==> config.mk <==
export PLATFORM = sky130hd
export DESIGN_NAME = sync_fifo
export DESIGN_NICKNAME = d
export VERILOG_FILES = /design/src/rtl/sync_fifo.sv
export SDC_FILE = /design/constraint.sdc
export NUM_CORES = 1
export LEC_CHECK = 0
export ABC_CLOCK_PERIOD_IN_PS = 9800
export BUFFER_PORTS_ARGS = -buffer_cell sky130_fd_sc_hd__buf_2
export CORE_ASPECT_RATIO = 0.7
export CORE_MARGIN = 2
export CORE_UTILIZATION = 60
export DETAILED_ROUTE_END_ITERATION = 10
export GPL_ROUTABILITY_DRIVEN = 0
export GPL_TIMING_DRIVEN = 0
export PLACE_DENSITY = 0.78
export SLEW_MARGIN = 20
export SYNTH_ARGS = -nofsm -noshare
export SYNTH_HDL_FRONTEND = slang
export SYNTH_SLANG_ARGS = --single-unit
==> constraint.sdc <==
create_clock -name fifo_clk -period 9.8 [get_ports fifo_clk]
set_input_delay 1.96 -clock fifo_clk [delete_from_list [all_inputs] [get_ports fifo_clk]]
set_output_delay 1.96 -clock fifo_clk [all_outputs]
set_load 0.05 [all_outputs]
==> src/rtl/sync_fifo.sv <==
// Single-clock 16x8 FIFO with registered read data, full/empty flags and
// occupancy outputs. Define SYNC_FIFO_ERR_EN to add overflow/underflow pulses.
module sync_fifo #(
  parameter int DATA_WIDTH = 8,
  parameter int DEPTH      = 16,
  parameter int ADDR_WIDTH = 4
) (
  input  logic                  fifo_clk,
  input  logic                  rst,
  input  logic                  fifo_wren,
  input  logic [DATA_WIDTH-1:0] fifo_wrdata,
  input  logic                  fifo_rden,
  output logic [DATA_WIDTH-1:0] fifo_rddata,
  output logic                  fifo_full,
  output logic                  fifo_empty,
  output logic [ADDR_WIDTH:0]   fifo_room_avail,
  output logic [ADDR_WIDTH:0]   fifo_data_avail
`ifdef SYNC_FIFO_ERR_EN
  ,
  output logic                  fifo_overflow,
  output logic                  fifo_underflow
`endif
);

  localparam logic [ADDR_WIDTH:0] DEPTH_CNT = (ADDR_WIDTH+1)'(DEPTH);

  logic [DATA_WIDTH-1:0] mem_q [DEPTH];
  logic [ADDR_WIDTH-1:0] wr_ptr_q, wr_ptr_d;
  logic [ADDR_WIDTH-1:0] rd_ptr_q, rd_ptr_d;
  logic [ADDR_WIDTH:0]   count_q, count_d;
  logic [DATA_WIDTH-1:0] rddata_q, rddata_d;
  logic                  wr_acc, rd_acc;

  // Flags come straight from the registered count, so no input reaches an output.
  assign fifo_full       = (count_q == DEPTH_CNT);
  assign fifo_empty      = (count_q == '0);
  assign fifo_data_avail = count_q;
  assign fifo_room_avail = DEPTH_CNT - count_q;
  assign fifo_rddata     = rddata_q;

  always_comb begin
    wr_acc   = fifo_wren && !fifo_full;
    rd_acc   = fifo_rden && !fifo_empty;
    wr_ptr_d = wr_acc ? wr_ptr_q + ADDR_WIDTH'(1) : wr_ptr_q;
    rd_ptr_d = rd_acc ? rd_ptr_q + ADDR_WIDTH'(1) : rd_ptr_q;
    rddata_d = rd_acc ? mem_q[rd_ptr_q] : rddata_q;
    count_d  = count_q;
    case ({wr_acc, rd_acc})
      2'b10:   count_d = count_q + (ADDR_WIDTH+1)'(1);
      2'b01:   count_d = count_q - (ADDR_WIDTH+1)'(1);
      default: count_d = count_q;
    endcase
  end

  always_ff @(posedge fifo_clk) begin
    if (rst) begin
      wr_ptr_q <= '0;
      rd_ptr_q <= '0;
      count_q  <= '0;
      rddata_q <= '0;
    end else begin
      wr_ptr_q <= wr_ptr_d;
      rd_ptr_q <= rd_ptr_d;
      count_q  <= count_d;
      rddata_q <= rddata_d;
    end
  end

  // Storage is not reset; reset only blocks the write on its edge.
  always_ff @(posedge fifo_clk) begin
    if (!rst && wr_acc) mem_q[wr_ptr_q] <= fifo_wrdata;
  end

`ifdef SYNC_FIFO_ERR_EN
  logic overflow_q, overflow_d;
  logic underflow_q, underflow_d;

  always_comb begin
    overflow_d  = fifo_wren && fifo_full;
    underflow_d = fifo_rden && fifo_empty;
  end

  always_ff @(posedge fifo_clk) begin
    if (rst) begin
      overflow_q  <= 1'b0;
      underflow_q <= 1'b0;
    end else begin
      overflow_q  <= overflow_d;
      underflow_q <= underflow_d;
    end
  end

  assign fifo_overflow  = overflow_q;
  assign fifo_underflow = underflow_q;
`endif

endmodule

Word-level counts from Yosys, hierarchy flattened
Memory sizes are Yosys's and may differ from the RTL's. A register that Yosys moved wholly into a read port is not among the register bits.
Index checks and enable logic that the tools add are counted.
Word-level totals
  logic and storage cells: 23
  RAM bits: 128
  bits in registers: 13
  input port bits: 12
  output and inout port bits: 20
  memories: 1
Memory list
  mem_q: depth 16, bits a word 8, read ports 1, clocked after Yosys merged registers in 1, wr ports 1, RTL line 27  | logic [DATA_WIDTH-1:0] mem_q [DEPTH];
Operators by class
  add/sub/neg operators: 5
  multiplexer cells: 3
  reduce and logical (&&, ||, !) cells: 8
  equality and inequality tests: 3
Operator list (count)
  $pmux W5 S2: 1
  $add A4 B1 Y4 const B: 2
  $add A5 B1 Y5 const B: 1
  $eq A5 B5 Y1 const B: 1
  $logic_not A5 Y1: 1
  $sub A5 B1 Y5 const B: 1
  $sub A5 B5 Y5 const A: 1
  $logic_and A1 B1 Y1: 3
  $logic_not A1 Y1: 3
  $eq A2 B1 Y1 const B: 1
  $eq A2 B2 Y1 const B: 1
  $mux W1: 2
  $reduce_bool A2 Y1: 1

Longest topological paths before layout
  word-level depth: 6
  gate-level depth with buffers: 15
  mapped depth without buffers: 14

Worst setup path after synthesis
No wires, ideal clock.
  path type: input -> register
  from: in fifo_wren
  to: reg count_q[4] (netlist: fifo_data_avail[4])
  stages on the path: 10
  setup time: 123 ps
  arrival time: 3986 ps
  setup slack: 5691 ps
  buffers on the path: 1
  data required time: 9677 ps
  path through: nor2b_1 clkbuf_1 inv_1 ha_1 ha_1 nor2b_1 o21ai_0 a21oi_1 or3b_1 mux2_1
On the way
  longest elaborated chain between the ends: 3
  elaborated cells between the ends (all ways): 5
  classes of those cells: eq/ne (2); mux (1); reduce/logical (2)
RTL lines
  from (decl): RTL line 10  | input logic fifo_wren,
  $logic_and A1 B1 Y1 *: RTL line 42  | wr_acc = fifo_wren && !fifo_full;
  $eq A2 B1 Y1 or $eq A2 B2 Y1 (tied branches): RTL line 48  | case ({wr_acc, rd_acc})
  $pmux W5 S2 or $reduce_bool A2 Y1 (tied branches)
  to (signal assigned): RTL line 64  | count_q <= count_d;
  to (decl): RTL line 30  | logic [ADDR_WIDTH:0] count_q, count_d;
Every way passes the cells marked *; elsewhere a longest branch is shown, timed or not.
A chain may end at the register's enable or synchronous reset.

Worst setup path in the final report
Same ends and word-level chain as after synthesis.

==> metrics.md <==
| Metric | Value |
|---|---|
| Worst R2R Start | fifo_data_avail[0] |
| Outcome | finished clean |
| Grt total ovfl | 0 |
| Slowest CP cell | or3b_1 |
| Fin. Hold Viols | 0 |
| Mux contribution to synthesized area | 13.3% |
| Simple-gate share of the synthesized area | 4.68% |
| Die footprint | 10800 um2 |
| Worst-Skew Late Latency | 420 ps |
| Element type at the critical path end | flip-flop |
| Die X | 123 um |
| Required time of the worst setup path | 10100 ps |
| FF+latch area | 4260 um2 |
| Antenna viol nets, final | 0 |
| VDD IR max | 0.205 mV |
| Main flop type after synthesis | edfxtp_1 |
| Final nets | 431 |
| Clk sinks | 149 |
| Share of cells above drive strength 1 | 21.2% |
| Pwr Density | 276 nW/um2 |
| FILL cells | 600 |
| Core area | 9680 um2 |
| Net count after synthesis | 381 |
| Pins Over Slew Limit | 0 |
| Max-cap viol count | 0 |
| Synth top area share | 64.2% |
| Hold WC Path Type | reg2reg |
| Synth unique cells | 34 |
| Drt pass-1 iters | 6 |
| CTS resizes | 0 |
| Area growth syn-to-layout | 16.5% |
| YS warnings | 0 |
| Critical Path Source Type | primary input |
| Synth Register Bits | 149 |
| Deepest clock path buffer count | 2 |
| RSZ-0062 raised after global routing | false |
| Site row count | 30 |
| Leak | 2.35 nW |
| Average size of a mapped cell | 16.8 um2 |
| Setup Buffers After CTS | 0 |
| Area occupied by multi-input gates | 1600 um2 |
| Max_slew headroom | 38.5% |
| Post-synthesis adder-cell area fraction | 2.84% |
| Gr usage total | 25.2% |
| Crit path from | fifo_wren |
| Crit path kind | in2reg |
| WP data arrival | 4440 ps |
| Worst hold start | fifo_rddata[0] |
| Via density per instance | 6.00 |
| # hold bufs at CTS | 0 |
| First-pass GRT wire length | 18.6 mm |
| Synth top area cells | edfxtp_1 64%, dfxtp_1 7.0%, mux4_2 6.8% |
| DRC violation count after routing | 0 |
| Placed cells | 515 |
| Hold slack final | 474 ps |
| I/O pin count | 32 |
| Worst path max stage delay | 390 ps |
| Clock tree root driver cell | clkbuf_16 |
| Vias in the first global route | 3325 |
| Async SR Flop Fraction | 0% |
| Clk_skew | 9.71 ps |
| Via count | 3284 |
| Most common library cells after synthesis | 128 x edfxtp_1, 37 x mux2i_1, 34 x nor2_1, 21 x dfxtp_1, 18 x mux4_2 |
| Area fraction in compound gates after synthesis | 4.29% |
| # diodes | 0 |
| Max Clock Freq | 0.242 GHz |
| Synth Area in XOR/XNOR | 1.46% |
| Final min period | 4140 ps |
| Setup violators final | 0 |
| Post-route cell area | 6970 um2 |
| Syn Std Cell Area | 5980 um2 |
| Crit share post-route | 42.2% |
| Buffers on Ports | 31 |
| Routed len/inst | 22.6 um |
| Setup TNS | 0 ps |
| Worst Max-Slew Pin Slew | 919 ps |
| Starting density of the core | 61.8% |
| Most frequent cell after synthesis | edfxtp_1 |
| Sequential share of the synthesized area | 71.3% |
| Pin count of the biggest net entering global routing | 17 |
| Chip Height | 87.6 um |
| Fin cells | 547 |
| Initial antenna violation count | 0 |
| WL final | 12.4 mm |
| CP Max Fanout | 9 |
| Post-synth EDFFs | 128 |
| Clk slew on worst S/H paths | 60 ps |
| DP Area | 6300 um2 |
| H-tree depth | 4 |
| CTS tree | built |
| DP HPWL | 7.76 mm |
| Mapped Cells | 356 |
| Post-synth top area cell | edfxtp_1 |
| Largest family of logic cells by synthesized area | multiplexers |
| CTS Buf Count | 17 |
| Cell Chain, Critical Path | buf_2, nor2b_1, clkbuf_1, inv_1, ha_1, ha_1, nor2b_1, o21ai_0, a21oi_1, or3b_1, mux2_1 |
| Initial DRC Count | 312 |
==> kinds of logic (layout without fill, tap and decap cells) <==
family | count (synthesis) | in the layout
AO/OA/AOI/OAI | 38 | 38
XOR/XNOR | 10 | 10
adder cells (fa/ha/maj) | 13 | 13
buffers and inverters | 28 | 91
flip-flops | 149 | 149
multiplexers | 57 | 57
AND/OR/NAND/NOR | 61 | 61
==> per-layer routing <==
layer | vias up | GRT usage, % | routed length [um] | part of all wire (%)
li1 | 1470 | - | - | -
met1 | 1673 | 34.5 | 5360 | 43
met2 | 121 | 38.6 | 6010 | 49
met3 | 20 | 7.49 | 738 | 6.0
met4 | 0 | 10.8 | 251 | 2.0
met5 | - | 0 | 0 | 0
==> worst paths after layout <==
path         slack, ps                 end  cells past startpoint
max               5660  fifo_data_avail[4]                     11
min                470      fifo_rddata[0]                      2
max reg2reg       6080  fifo_data_avail[4]                     14
min reg2reg        470      fifo_rddata[0]                      2
==> registers in the layout, indices dropped and copies added, names as in the netlist <==
name and cells:
rd_ptr_q 4, mem_q 128, fifo_data_avail 5, wr_ptr_q 4, fifo_rddata 8
==> where the power goes <==
| group | switching (mW) | total [mW] | internal (mW) |
|---|---|---|---|
| Sequential | 0.0263 | 0.747 | 0.721 |
| Combinational | 0.318 | 0.448 | 0.131 |
| Clock | 0.241 | 0.730 | 0.489 |
| Total | 0.585 | 1.93 | 1.34 |
==> cells in the final DEF, fill, tap and decap left out, types with 3 or more instances in the layout <==
cell type / count
edfxtp_1: 128
o21ai_0: 6
a32oi_1: 7
mux4_2: 18
mux2i_1: 37
a22oi_1: 15
nor2_1: 34
o21ai_1: 3
clkbuf_1: 10
nor2b_1: 5
dfxtp_1: 21
buf_4: 4
buf_2: 37
xor2_1: 5
a21oi_1: 6
clkbuf_16: 17
inv_1: 10
bufinv_16: 6
xnor2_1: 5
ha_1: 12
nand2_1: 8
==> worst max-delay path, delay by kind of cell <==
kind            cells  cell delay [ps]
simple gates        3              700
mux                 1              320
fa+ha+maj           2              590
compound gates      2              340
buf+inv             3              530
==> cell type report <==
cell class | instances | share of cell area (%)
sequential | 149 | 61.2
multi-input combinational | 179 | 22.9
clock buffer | 22 | 6.66
clock inverter | 10 | 2.89
tap | 128 | 2.30
timing repair buffer | 31 | 2.23
buffer | 18 | 1.29
inverter | 10 | 0.539
==> through the flow <==
stage	power [mW]	util, %	setup slack, ps
2_1_floorplan	1.09	-	5690
3_3_place_gp	1.19	65.1	5360
3_5_place_dp	1.20	65.1	5270
4_1_cts	1.93	71.9	5700
5_1_grt	1.99	72.0	5510
6_report	1.93	72.0	5660
Note: power is estimated with default switching activity, not from simulation.
